File: src/rtl/axi_wr_arbiter.sv
`default_nettype none
// ============================================================================
// axi_wr_arbiter : round-robin owner of one shared AXI write path (AW/W/B)
// Revision: 1.0
// ============================================================================
module axi_wr_arbiter #(
  parameter int NREQ = 4,
  parameter int AW   = 32,
  parameter int GW   = 2
) (
  input  logic                axi_aclk,
  input  logic                rst,

  input  logic [NREQ-1:0]     req_awvalid,
  input  logic [NREQ*AW-1:0]  req_awaddr,
  input  logic [NREQ*8-1:0]   req_awlen,
  input  logic [NREQ*3-1:0]   req_awsize,
  input  logic [NREQ*2-1:0]   req_awburst,
  output logic [NREQ-1:0]     req_awready,
  input  logic [NREQ-1:0]     req_wvalid,
  input  logic [NREQ*64-1:0]  req_wdata,
  input  logic [NREQ*8-1:0]   req_wstrb,
  output logic [NREQ-1:0]     req_wready,
  output logic [NREQ-1:0]     req_bvalid,
  output logic [1:0]          req_bresp,
  input  logic [NREQ-1:0]     req_bready,

  output logic [AW-1:0]       axi_awaddr,
  output logic [7:0]          axi_awlen,
  output logic [2:0]          axi_awsize,
  output logic [1:0]          axi_awburst,
  output logic                axi_awvalid,
  input  logic                axi_awready,
  output logic [63:0]         axi_wdata,
  output logic [7:0]          axi_wstrb,
  output logic                axi_wlast,
  output logic                axi_wvalid,
  input  logic                axi_wready,
  input  logic [1:0]          axi_bresp,
  input  logic                axi_bvalid,
  output logic                axi_bready,

  output logic [GW-1:0]       grant_id,
  output logic                busy
);

  typedef enum logic [1:0] {
    ST_IDLE = 2'd0,
    ST_ADDR = 2'd1,
    ST_DATA = 2'd2,
    ST_RESP = 2'd3
  } state_t;

  state_t        state;
  state_t        state_nxt;
  logic [GW-1:0] grant_q;
  logic [GW-1:0] grant_nxt;
  logic [GW-1:0] rr_ptr;
  logic [GW-1:0] search_idx;
  logic [7:0]    beat_cnt;
  logic          found;
  logic          any_req;
  logic          aw_hs;
  logic          w_hs;
  logic          b_hs;
  logic          last_beat;

  logic [AW-1:0] awaddr_a  [NREQ];
  logic [7:0]    awlen_a   [NREQ];
  logic [2:0]    awsize_a  [NREQ];
  logic [1:0]    awburst_a [NREQ];
  logic [63:0]   wdata_a   [NREQ];
  logic [7:0]    wstrb_a   [NREQ];

  for (genvar i = 0; i < NREQ; i++) begin : g_unpack
    assign awaddr_a[i]  = req_awaddr[i*AW +: AW];
    assign awlen_a[i]   = req_awlen[i*8 +: 8];
    assign awsize_a[i]  = req_awsize[i*3 +: 3];
    assign awburst_a[i] = req_awburst[i*2 +: 2];
    assign wdata_a[i]   = req_wdata[i*64 +: 64];
    assign wstrb_a[i]   = req_wstrb[i*8 +: 8];
  end

  assign any_req   = |req_awvalid;
  assign last_beat = (beat_cnt == 8'd0);
  assign aw_hs     = axi_awvalid & axi_awready;
  assign w_hs      = axi_wvalid & axi_wready;
  assign b_hs      = axi_bvalid & axi_bready;

  // First requesting index after the last owner, wrapping modulo NREQ.
  always_comb begin
    grant_nxt  = grant_q;
    search_idx = '0;
    found      = 1'b0;
    for (int k = 1; k <= NREQ; k++) begin
      search_idx = GW'((int'(rr_ptr) + k) % NREQ);
      if (!found && req_awvalid[search_idx]) begin
        found     = 1'b1;
        grant_nxt = search_idx;
      end
    end
  end

  always_ff @(posedge axi_aclk or posedge rst) begin
    if (rst) begin
      state <= ST_IDLE;
    end else begin
      state <= state_nxt;
    end
  end

  always_comb begin
    state_nxt = state;
    case (state)
      ST_IDLE: if (any_req)              state_nxt = ST_ADDR;
      ST_ADDR: if (aw_hs)                state_nxt = ST_DATA;
      ST_DATA: if (w_hs && last_beat)    state_nxt = ST_RESP;
      ST_RESP: if (b_hs)                 state_nxt = ST_IDLE;
      default:                           state_nxt = ST_IDLE;
    endcase
  end

  // beat_cnt holds beats remaining after the current one; the last beat exits DATA
  // instead of decrementing, so a 256-beat burst never wraps.
  always_ff @(posedge axi_aclk or posedge rst) begin
    if (rst) begin
      grant_q  <= '0;
      rr_ptr   <= GW'(NREQ - 1);
      beat_cnt <= 8'd0;
    end else begin
      if (state == ST_IDLE && any_req) begin
        grant_q <= grant_nxt;
      end
      if (aw_hs) begin
        beat_cnt <= awlen_a[grant_q];
      end else if (w_hs && !last_beat) begin
        beat_cnt <= beat_cnt - 8'd1;
      end
      if (b_hs) begin
        rr_ptr <= grant_q;
      end
    end
  end

  // Every output is gated by state so IDLE (and reset) drive all zeros.
  always_comb begin
    req_awready = '0;
    req_wready  = '0;
    req_bvalid  = '0;
    req_bresp   = 2'b00;
    axi_awaddr  = '0;
    axi_awlen   = 8'd0;
    axi_awsize  = 3'd0;
    axi_awburst = 2'd0;
    axi_awvalid = 1'b0;
    axi_wdata   = 64'd0;
    axi_wstrb   = 8'd0;
    axi_wlast   = 1'b0;
    axi_wvalid  = 1'b0;
    axi_bready  = 1'b0;
    busy        = (state != ST_IDLE);
    grant_id    = '0;
    case (state)
      ST_ADDR: begin
        grant_id             = grant_q;
        axi_awaddr           = awaddr_a[grant_q];
        axi_awlen            = awlen_a[grant_q];
        axi_awsize           = awsize_a[grant_q];
        axi_awburst          = awburst_a[grant_q];
        axi_awvalid          = req_awvalid[grant_q];
        req_awready[grant_q] = axi_awready;
      end
      ST_DATA: begin
        grant_id            = grant_q;
        axi_wdata           = wdata_a[grant_q];
        axi_wstrb           = wstrb_a[grant_q];
        axi_wvalid          = req_wvalid[grant_q];
        axi_wlast           = last_beat;
        req_wready[grant_q] = axi_wready;
      end
      ST_RESP: begin
        grant_id            = grant_q;
        req_bvalid[grant_q] = axi_bvalid;
        req_bresp           = axi_bresp;
        axi_bready          = req_bready[grant_q];
      end
      default: ;
    endcase
  end

endmodule
`default_nettype wire

File: config.mk
export PLATFORM = sky130hd
export DESIGN_NAME = axi_wr_arbiter
export DESIGN_NICKNAME = d
export VERILOG_FILES = /design/src/rtl/axi_wr_arbiter.sv
export SDC_FILE = /design/constraint.sdc
export NUM_CORES = 1
export LEC_CHECK = 0
export CORE_AREA = 2 2 244 246
export CTS_BUF_LIST = sky130_fd_sc_hd__clkbuf_4 sky130_fd_sc_hd__clkbuf_8
export DETAILED_ROUTE_END_ITERATION = 10
export DIE_AREA = 0 0 246 248
export REMOVE_ABC_BUFFERS = 1
export SLEW_MARGIN = 20
export SYNTH_ARGS = -nofsm -noshare
export SYNTH_HDL_FRONTEND = slang
export SYNTH_SLANG_ARGS = --single-unit
File: constraint.sdc
create_clock -name axi_aclk -period 6.5 [get_ports axi_aclk]
set_input_delay 1.625 -clock axi_aclk [delete_from_list [all_inputs] [get_ports axi_aclk]]
set_output_delay 1.625 -clock axi_aclk [all_outputs]
set_load 0.1 [all_outputs]
# Word level (Yosys, flattened, before mapping)
# Index checks and enable logic that the tools add are counted.
totals:
  word_cells: 113
  in_bits: 487
  register_bits: 14
  output_inout_bits: 138
classes:
  n_mux: 63
  magnitude_cmp: 7
  n_eq_ne: 7
  bitwise: 7
  n_reduce_logical: 20
  addsub: 5
ops:
  columns: ["op", "n"]
  rows:
  - ["64-bit two-way mux", 3]
  - ["64-bit binary-select mux with 2-bit select", 1]
  - ["32-bit two-way mux", 3]
  - ["32-bit binary-select mux with 2-bit select", 1]
  - ["8-bit two-way mux", 8]
  - ["8-bit binary-select mux with 2-bit select", 2]
  - ["2-bit two-way mux", 13]
  - ["2-bit by 3-bit < comparator with 1-bit output, second input constant", 5]
  - ["1-bit two-way mux", 15]
  - ["1-bit binary-select mux with 2-bit select", 7]
  - ["4-bit bitwise AND", 3]
  - ["4-bit two-way mux", 3]
  - ["3-bit two-way mux", 3]
  - ["8-bit logical NOT", 1]
  - ["2-bit != test, second input constant", 4]
  - ["2-bit one-hot mux with 4 select lines", 1]
  - ["8-bit by 1-bit subtractor with 8-bit output, second input constant", 1]
  - ["1-bit logical AND", 7]
  - ["3-bit binary-select mux with 2-bit select", 1]
  - ["2-bit by 1-bit adder with 2-bit output, second input constant", 2]
  - ["2-bit adder, second input constant", 2]
  - ["2-bit binary-select mux with 2-bit select", 1]
  - ["2-bit == test, second input constant", 2]
  - ["1-bit logical NOT", 4]
  - ["other kinds (13)", 16]

# Longest topological paths before layout
# Gate-level depths: netlist of the first run.
logic_depth:
  word_depth: 14
  ltp_mapped: 8
  depth_no_buf: 6

# Worst setup path before layout of the first run
# OpenSTA, ideal clock, no wires.
synth_path:
  kind: "input -> output"
  start: "in axi_bvalid"
  end: "out req_bvalid[0]"
  path_slack_ns: 1.104
  path_buffers: 0
  path_stages: 2
  required_ns: 4.875
  arrival_ns: 3.771
  path_cell_list: "nand2_1 nor3_1"
synth_via:
  elab_chain_cells: 2
synth_lines:
  columns: ["element", "line_no", "source"]
  rows:
  - ["start: declaration", "40", "input logic axi_bvalid,"]
  - ["4-bit bitwise AND (no source line)", null, null]
  - ["4-bit two-way mux", "163", "case (state)"]
  - ["end: declaration", "24", "output logic [NREQ-1:0] req_bvalid,"]
# No other way between the ends.

# Worst setup path after layout of the first run
layout_path:
  start: "in req_awaddr[59]"
  end: "out axi_awaddr[27]"
layout_via:
  elab_chain_cells: 4
layout_lines:
  columns: ["element", "line_no", "source"]
  rows:
  - ["start: declaration", "15", "input logic [NREQ*AW-1:0] req_awaddr,"]
  - ["32-bit binary-select mux with 2-bit select", "166", "axi_awaddr = awaddr_a[grant_q];"]
  - ["32-bit two-way mux (implied by the code) (2 in series)", "166", null]
  - ["32-bit two-way mux", "163", null]
  - ["end: declaration", "28", "output logic [AW-1:0] axi_awaddr,"]
# No other way between the ends. The select of a mux whose other input is x is not followed.

==> results_dict.tcl, run 1 <==
set metrics [dict create \
    crit_path_end_kind "output port" \
    final_core_util 0.205 \
    cp.required_ns 4.88 \
    critical_path_class "in2out" \
    synth_cell_type_count 45 \
    rsz0062_at_grt "no" \
    slew_violations 0 \
    numCtsBuffers 3 \
    hpwl_um 32800 \
    ys.flop_type "dfrtp_1" \
    antenna_found_initial 26 \
    gp_congestion 0.963 \
    placedInstanceArea_sq_mm 0.0119 \
    start_util 0.0826 \
    dp_cells 1777 \
    cp-start-kind "primary input" \
    die_h_um 248 \
    finClkSkew_ns 0.00317 \
    cts_tree "yes" \
    drive_above_1_share 0.154 \
    yosysTopAreaCell "mux4_2" \
    path_clk_slew_ns 0.06 \
    final_nets 1503 \
    fin_crit_sh 0.830 \
    wl_per_cell_um 20.7 \
    io_buffers 624 \
    cts_root_buf "clkbuf_8" \
    detail-route-antenna-nets 0 \
    synth-seq-cells 14 \
    max_cap_violations 0 \
    insertion_delay_ns 0.25 \
    cts_resized 0 \
    max_slew_margin 0.253 \
    dr.pass1.iters 4 \
    ir_drop_mv 0.322 \
    die-area_sq_mm 0.0610 \
    netlist_instances 419 \
    power_leakage_nw 4.14 \
    boundaryPins 625 \
    async_flop_share 1.00 \
    area_delta_synth_final_pct 148 \
    coreArea_sq_mm 0.0585 \
    fin_cells 1791 \
    track_usage 0.114 \
    status "complete, no violations" \
    synth.cell_area_sq_mm 0.00483 \
    cts.sinks 14 \
    min_path_type "reg2reg" \
    rows 89 \
    cts_setup_buffers 0 \
    min_period_ns 5.39 \
    cp.arrival_ns 3.77 \
    yosys_warnings 0 \
    p_per_area_mw_per_mm2 447 \
    synth-edff-count 0 \
    holdBufCountCts 0 \
    cp_max_fo 1 \
    grt_start_max_net_pins 69 \
    max_freq_mhz 185 \
    cts_max_level 1 \
    setup-violations-final 0 \
    viasPerCell 3.67 \
    stdcell_area_sq_mm 0.0120 \
    grt_first_pass_wirelength_um 49600 \
    yosysTopAreaCellShare 0.560 \
    ctsLongestPathBuffers 2 \
    yosys-top-cells-area "mux4_2, and2_1, dfrtp_1" \
    syn_avg_cell_area_sq_um 11.5 \
    synth_seq_area_share 0.0731 \
    drt_wl_total_um 37100 \
    worstMarginPinSlew_ns 1.12 \
    vias 6571 \
    finalHoldViolCount 0 \
    first_global_vias 7020 \
    drtIter0Drc 303 \
    grt_overflow_total 0 \
    fp.dieW_um 246 \
    drc 0 \
]
## cell usage in the layout (no fill, tap or decap), types with 5 or more instances in the layout
cell type        netlist  routed
dfrtp_1               12      10
buf_4                  8      13
ha_1                   7       5
buf_12                 0       5
a21oi_1                7       7
mux2i_1                7       7
inv_1                 10      10
nand3_1                9       9
nor2_1                14      14
diode_2                0      10
and2_1               124     124
mux4_2               120     120
clkdlybuf4s50_1        0     612
nand2_1                7       7
## stage by stage
step	TNS [ns]	hold WS [ns]	power (mW)	worst slack, ns
2_1_floorplan	-164.97	0.475	4.11	-2.33
3_3_place_gp	0	0.504	5.30	0.992
3_5_place_dp	0	0.508	5.34	1.02
4_1_cts	0	0.526	5.44	1.01
5_1_grt	0	0.584	5.61	1.01
6_report	0	0.531	5.36	1.11
## where the power goes
part	internal (mW)	switching (mW)
Combinational	1.67	3.31
Sequential	0.123	0.172
Clock	0.0476	0.0323
## Yosys cell counts, types with 3 or more instances
cell	n
ha_1	7
and2_1	124
nand2_1	7
mux4_2	120
nand2b_1	4
buf_4	8
inv_1	10
nor3_1	4
and3_1	4
a21oi_1	7
a31oi_1	4
clkbuf_1	25
nand3_1	9
buf_1	3
nor2_1	14
buf_2	7
nand3b_1	3
o21ai_0	4
nor2b_1	3
mux2i_1	7
dfrtp_1	12
## registers in the layout, indices dropped and copies added (netlist names)
register,count
beat_cnt,8
grant_q,2
rr_ptr,2
state,2
## final cells by class
| type | instances | area [sq um] |
|---|---|---|
| Multi-Input combinational cell | 350 | 4220 |
| Timing Repair Buffer | 630 | 6320 |
| Tap cell | 773 | 967 |
| Antenna cell | 10 | 25.0 |
| Inverter | 10 | 37.5 |
| Sequential cell | 14 | 360 |
| Clock buffer | 4 | 48.8 |
| Fill cell | 6355 | 46500 |
## kinds of logic after synthesis
logic type | share of synthesized area
AO/OA/AOI/OAI | 0.0471
XOR/XNOR | 0.00363
adder cells (fa/ha/maj) | 0.0181
buffers and inverters | 0.0539
flip-flops | 0.0731
multiplexers | 0.582
AND/OR/NAND/NOR | 0.222
## worst paths after layout
kind | to | start | cells after the start | slack, ns
max | axi_awaddr[27] | req_awaddr[59] | 4 | 1.11
min reg2reg | rr_ptr[0] | rr_ptr[0] | 2 | 0.53
max in group asynchronous | grant_q[1] | rst | 2 | 4.31
min | rr_ptr[0] | rr_ptr[0] | 2 | 0.53
min in group asynchronous | beat_cnt[5] | rst | 2 | 1.75
max reg2reg | beat_cnt[7] | grant_q[1] | 5 | 3.72
## metal layers
| layer | part of all wire | vias up | global-route usage |
|---|---|---|---|
| met1 | 0.35 | 3159 | 0.123 |
| met2 | 0.47 | 461 | 0.190 |
| met4 | 0.035 | 22 | 0.0371 |
| met3 | 0.15 | 73 | 0.0612 |
| li1 | - | 2856 | - |
| met5 | 0.0037 | - | 0 |
## critical path, stage by stage
cell             delay (ns)
clkdlybuf4s50_1        0.51
mux4_2                 0.48
and2_1                 0.18
clkdlybuf4s50_1        0.97
Power figures use the tool's default switching activity.
==> inputs of run 2 (changes only) <==
--- a/config.mk
+++ b/config.mk
@@ -5,10 +5,10 @@
 export SDC_FILE = /design/constraint.sdc
 export NUM_CORES = 1
 export LEC_CHECK = 0
-export CORE_AREA = 2 2 244 246
+export CORE_AREA = 2 2 245 247
 export CTS_BUF_LIST = sky130_fd_sc_hd__clkbuf_4 sky130_fd_sc_hd__clkbuf_8
 export DETAILED_ROUTE_END_ITERATION = 10
-export DIE_AREA = 0 0 246 248
+export DIE_AREA = 0 0 247 249
 export REMOVE_ABC_BUFFERS = 1
 export SLEW_MARGIN = 20
 export SYNTH_ARGS = -nofsm -noshare
==> constraint.sdc (replaced) <==
create_clock -name axi_aclk -period 4.3 [get_ports axi_aclk]
set_input_delay 1.075 -clock axi_aclk [delete_from_list [all_inputs] [get_ports axi_aclk]]
set_output_delay 1.075 -clock axi_aclk [all_outputs]
set_load 0.1 [all_outputs]
==> run 2 against run 1 <==
Against the previous run:
- core utilization is 0.33 points lower
- non-clock buffer count up 13
- cell count is 1.1% higher
- largest power group unchanged
==> results_dict.tcl, run 2 (same netlist as run 1, synthesis figures left out) <==
set metrics [dict create \
    die-area_sq_mm 0.0615 \
    gp_congestion 0.906 \
    cp_max_fo 11 \
    grt_start_max_net_pins 79 \
    drc 0 \
    die_h_um 249 \
    r2r_setup_slack_ns 1.63 \
    switching_share 0.661 \
    start_util 0.0823 \
    area_delta_synth_final_pct 145 \
    rows 89 \
    io_buffers 624 \
    rsz0062_at_grt "no" \
    cp.arrival_ns 2.65 \
    first_global_vias 7112 \
    min_period_ns 3.72 \
    top_register "beat_cnt" \
    critical_path_class "in2out" \
    holdBufCountCts 0 \
    drtIter0Drc 289 \
    final_common_cell "clkdlybuf4s50_1" \
    cts_root_buf "clkbuf_8" \
    regToRegStartpoint "grant_q[1]" \
    ctsLongestPathBuffers 2 \
    cp.required_ns 3.22 \
    vias 6624 \
    antenna_found_initial 36 \
    fin_ws_ns 0.579 \
    fp.dieW_um 247 \
    cts.sinks 14 \
    status "complete, no violations" \
    crit_chain "clkdlybuf4s50_1, mux4_2, and2_1, buf_12" \
    max_freq_mhz 269 \
    dpl_worst_slack_ns 0.595 \
    grt_overflow_total 0 \
    path_clk_slew_ns 0.06 \
    hp-start "rr_ptr[0]" \
    final_nets 1516 \
    wl_per_cell_um 21.2 \
    min_path_cells 2 \
    numCtsBuffers 3 \
    setup-violations-final 0 \
    crit_start "req_awvalid[3]" \
    reg2reg_depth 5 \
    fin_crit_sh 0.865 \
    final_cell_mix "clkdlybuf4s50_1, buf_4, and2_1" \
    p_per_area_mw_per_mm2 682 \
    slew_violations 0 \
    crit_buf_inv 2 \
    power_leakage_nw 4.44 \
    drive_above_1_share 0.288 \
    r2r_end "beat_cnt[7]" \
    grt_first_pass_wirelength_um 51500 \
    cts_max_level 1 \
    final_core_util 0.202 \
    finClkSkew_ns 0.00220 \
    min_to "rr_ptr[0]" \
    p_int_mw 2.73 \
    combPwrFrac 0.940 \
    insertion_delay_ns 0.25 \
    drt_wl_total_um 38500 \
    cp-start-kind "primary input" \
    p_clk_frac 0.015 \
    cts_setup_buffers 0 \
    max_cap_violations 0 \
    max_slew_margin 0.490 \
    boundaryPins 625 \
    power_frac_seq 0.045 \
    ir_drop_mv 0.463 \
    worstMarginPinSlew_ns 0.765 \
    cpPeakStageDelay_ns 0.65 \
    largest_register_ffs 8 \
    cts_tree "yes" \
    netSwitchingPower_mw 5.33 \
    cp_slowest_cell "mux4_2" \
    detail-route-antenna-nets 0 \
    cts_resized 0 \
    track_usage 0.118 \
    dr.pass1.iters 4 \
    critPathTopFamily "buffers and inverters" \
    fillers 6425 \
    coreArea_sq_mm 0.0587 \
    hpwl_um 34400 \
    min_path_type "reg2reg" \
    finalHoldViolCount 0 \
    crit_path_end_kind "output port" \
    viasPerCell 3.66 \
]
run 2: cell types whose count changed in the layout (fill, tap and decap cells not counted), sizes merged:
cell,previous run,this run
buf,18,157
diode,10,17
clkdlybuf4s50,612,486
run 2: power by group through the flow:
| stage | sequential [mW] | clock, mW | combinational (mW) |
|---|---|---|---|
| finish | 0.364 | 0.124 | 7.58 |
| global route | 0.385 | 0.134 | 7.92 |
| CTS | 0.373 | 0.129 | 7.67 |
| detailed placement | 0.383 | 0 | 7.65 |
| global placement | 0.372 | 0 | 7.62 |
| floorplan | 0.592 | 0 | 5.62 |
run 2: per-layer routing:
| metal | global-route usage | part of all wire |
|---|---|---|
| met1 | 0.126 | 0.35 |
| met2 | 0.196 | 0.46 |
| met3 | 0.0670 | 0.16 |
| met4 | 0.0361 | 0.031 |
| met5 | 0 | 0.0048 |
run 2: worst max-delay path by stage:
stage | to | cells past startpoint
3_3_place_gp | axi_awvalid | 4
3_5_place_dp | axi_awvalid | 4
4_1_cts | axi_awvalid | 4
6_report | axi_awvalid | 4
2_1_floorplan | req_awready[0] | 1
5_1_grt | axi_awvalid | 4
run 2: tightest hold or removal path, cell delays in order, from the launching register on:
cell	delay, ns
dfstp_2	0.40
o21ai_0	0.07
nand2_1	0.05
run 2: layout make-up:
cell class	count	area, sq um	share of cell area
Tap cell	773	967	0.0817
Timing Repair Buffer	643	6160	0.520
Clock buffer	4	48.8	0.00412
Sequential cell	14	360	0.0305
Antenna cell	17	42.5	0.00359
Inverter	10	37.5	0.00317
Multi-Input combinational cell	350	4220	0.357
run 2: stage by stage:
step	hold slack (ns)	total power [mW]	instance area [sq um]	setup TNS, ns	cells
2_1_floorplan	0.475	6.22	4610	-408.35	374
3_3_place_gp	0.515	7.99	11700	0	1790
3_5_place_dp	0.521	8.03	11700	0	1790
4_1_cts	0.532	8.17	11800	0	1794
5_1_grt	0.549	8.44	11800	0	1802
6_report	0.530	8.07	11800	0	1811
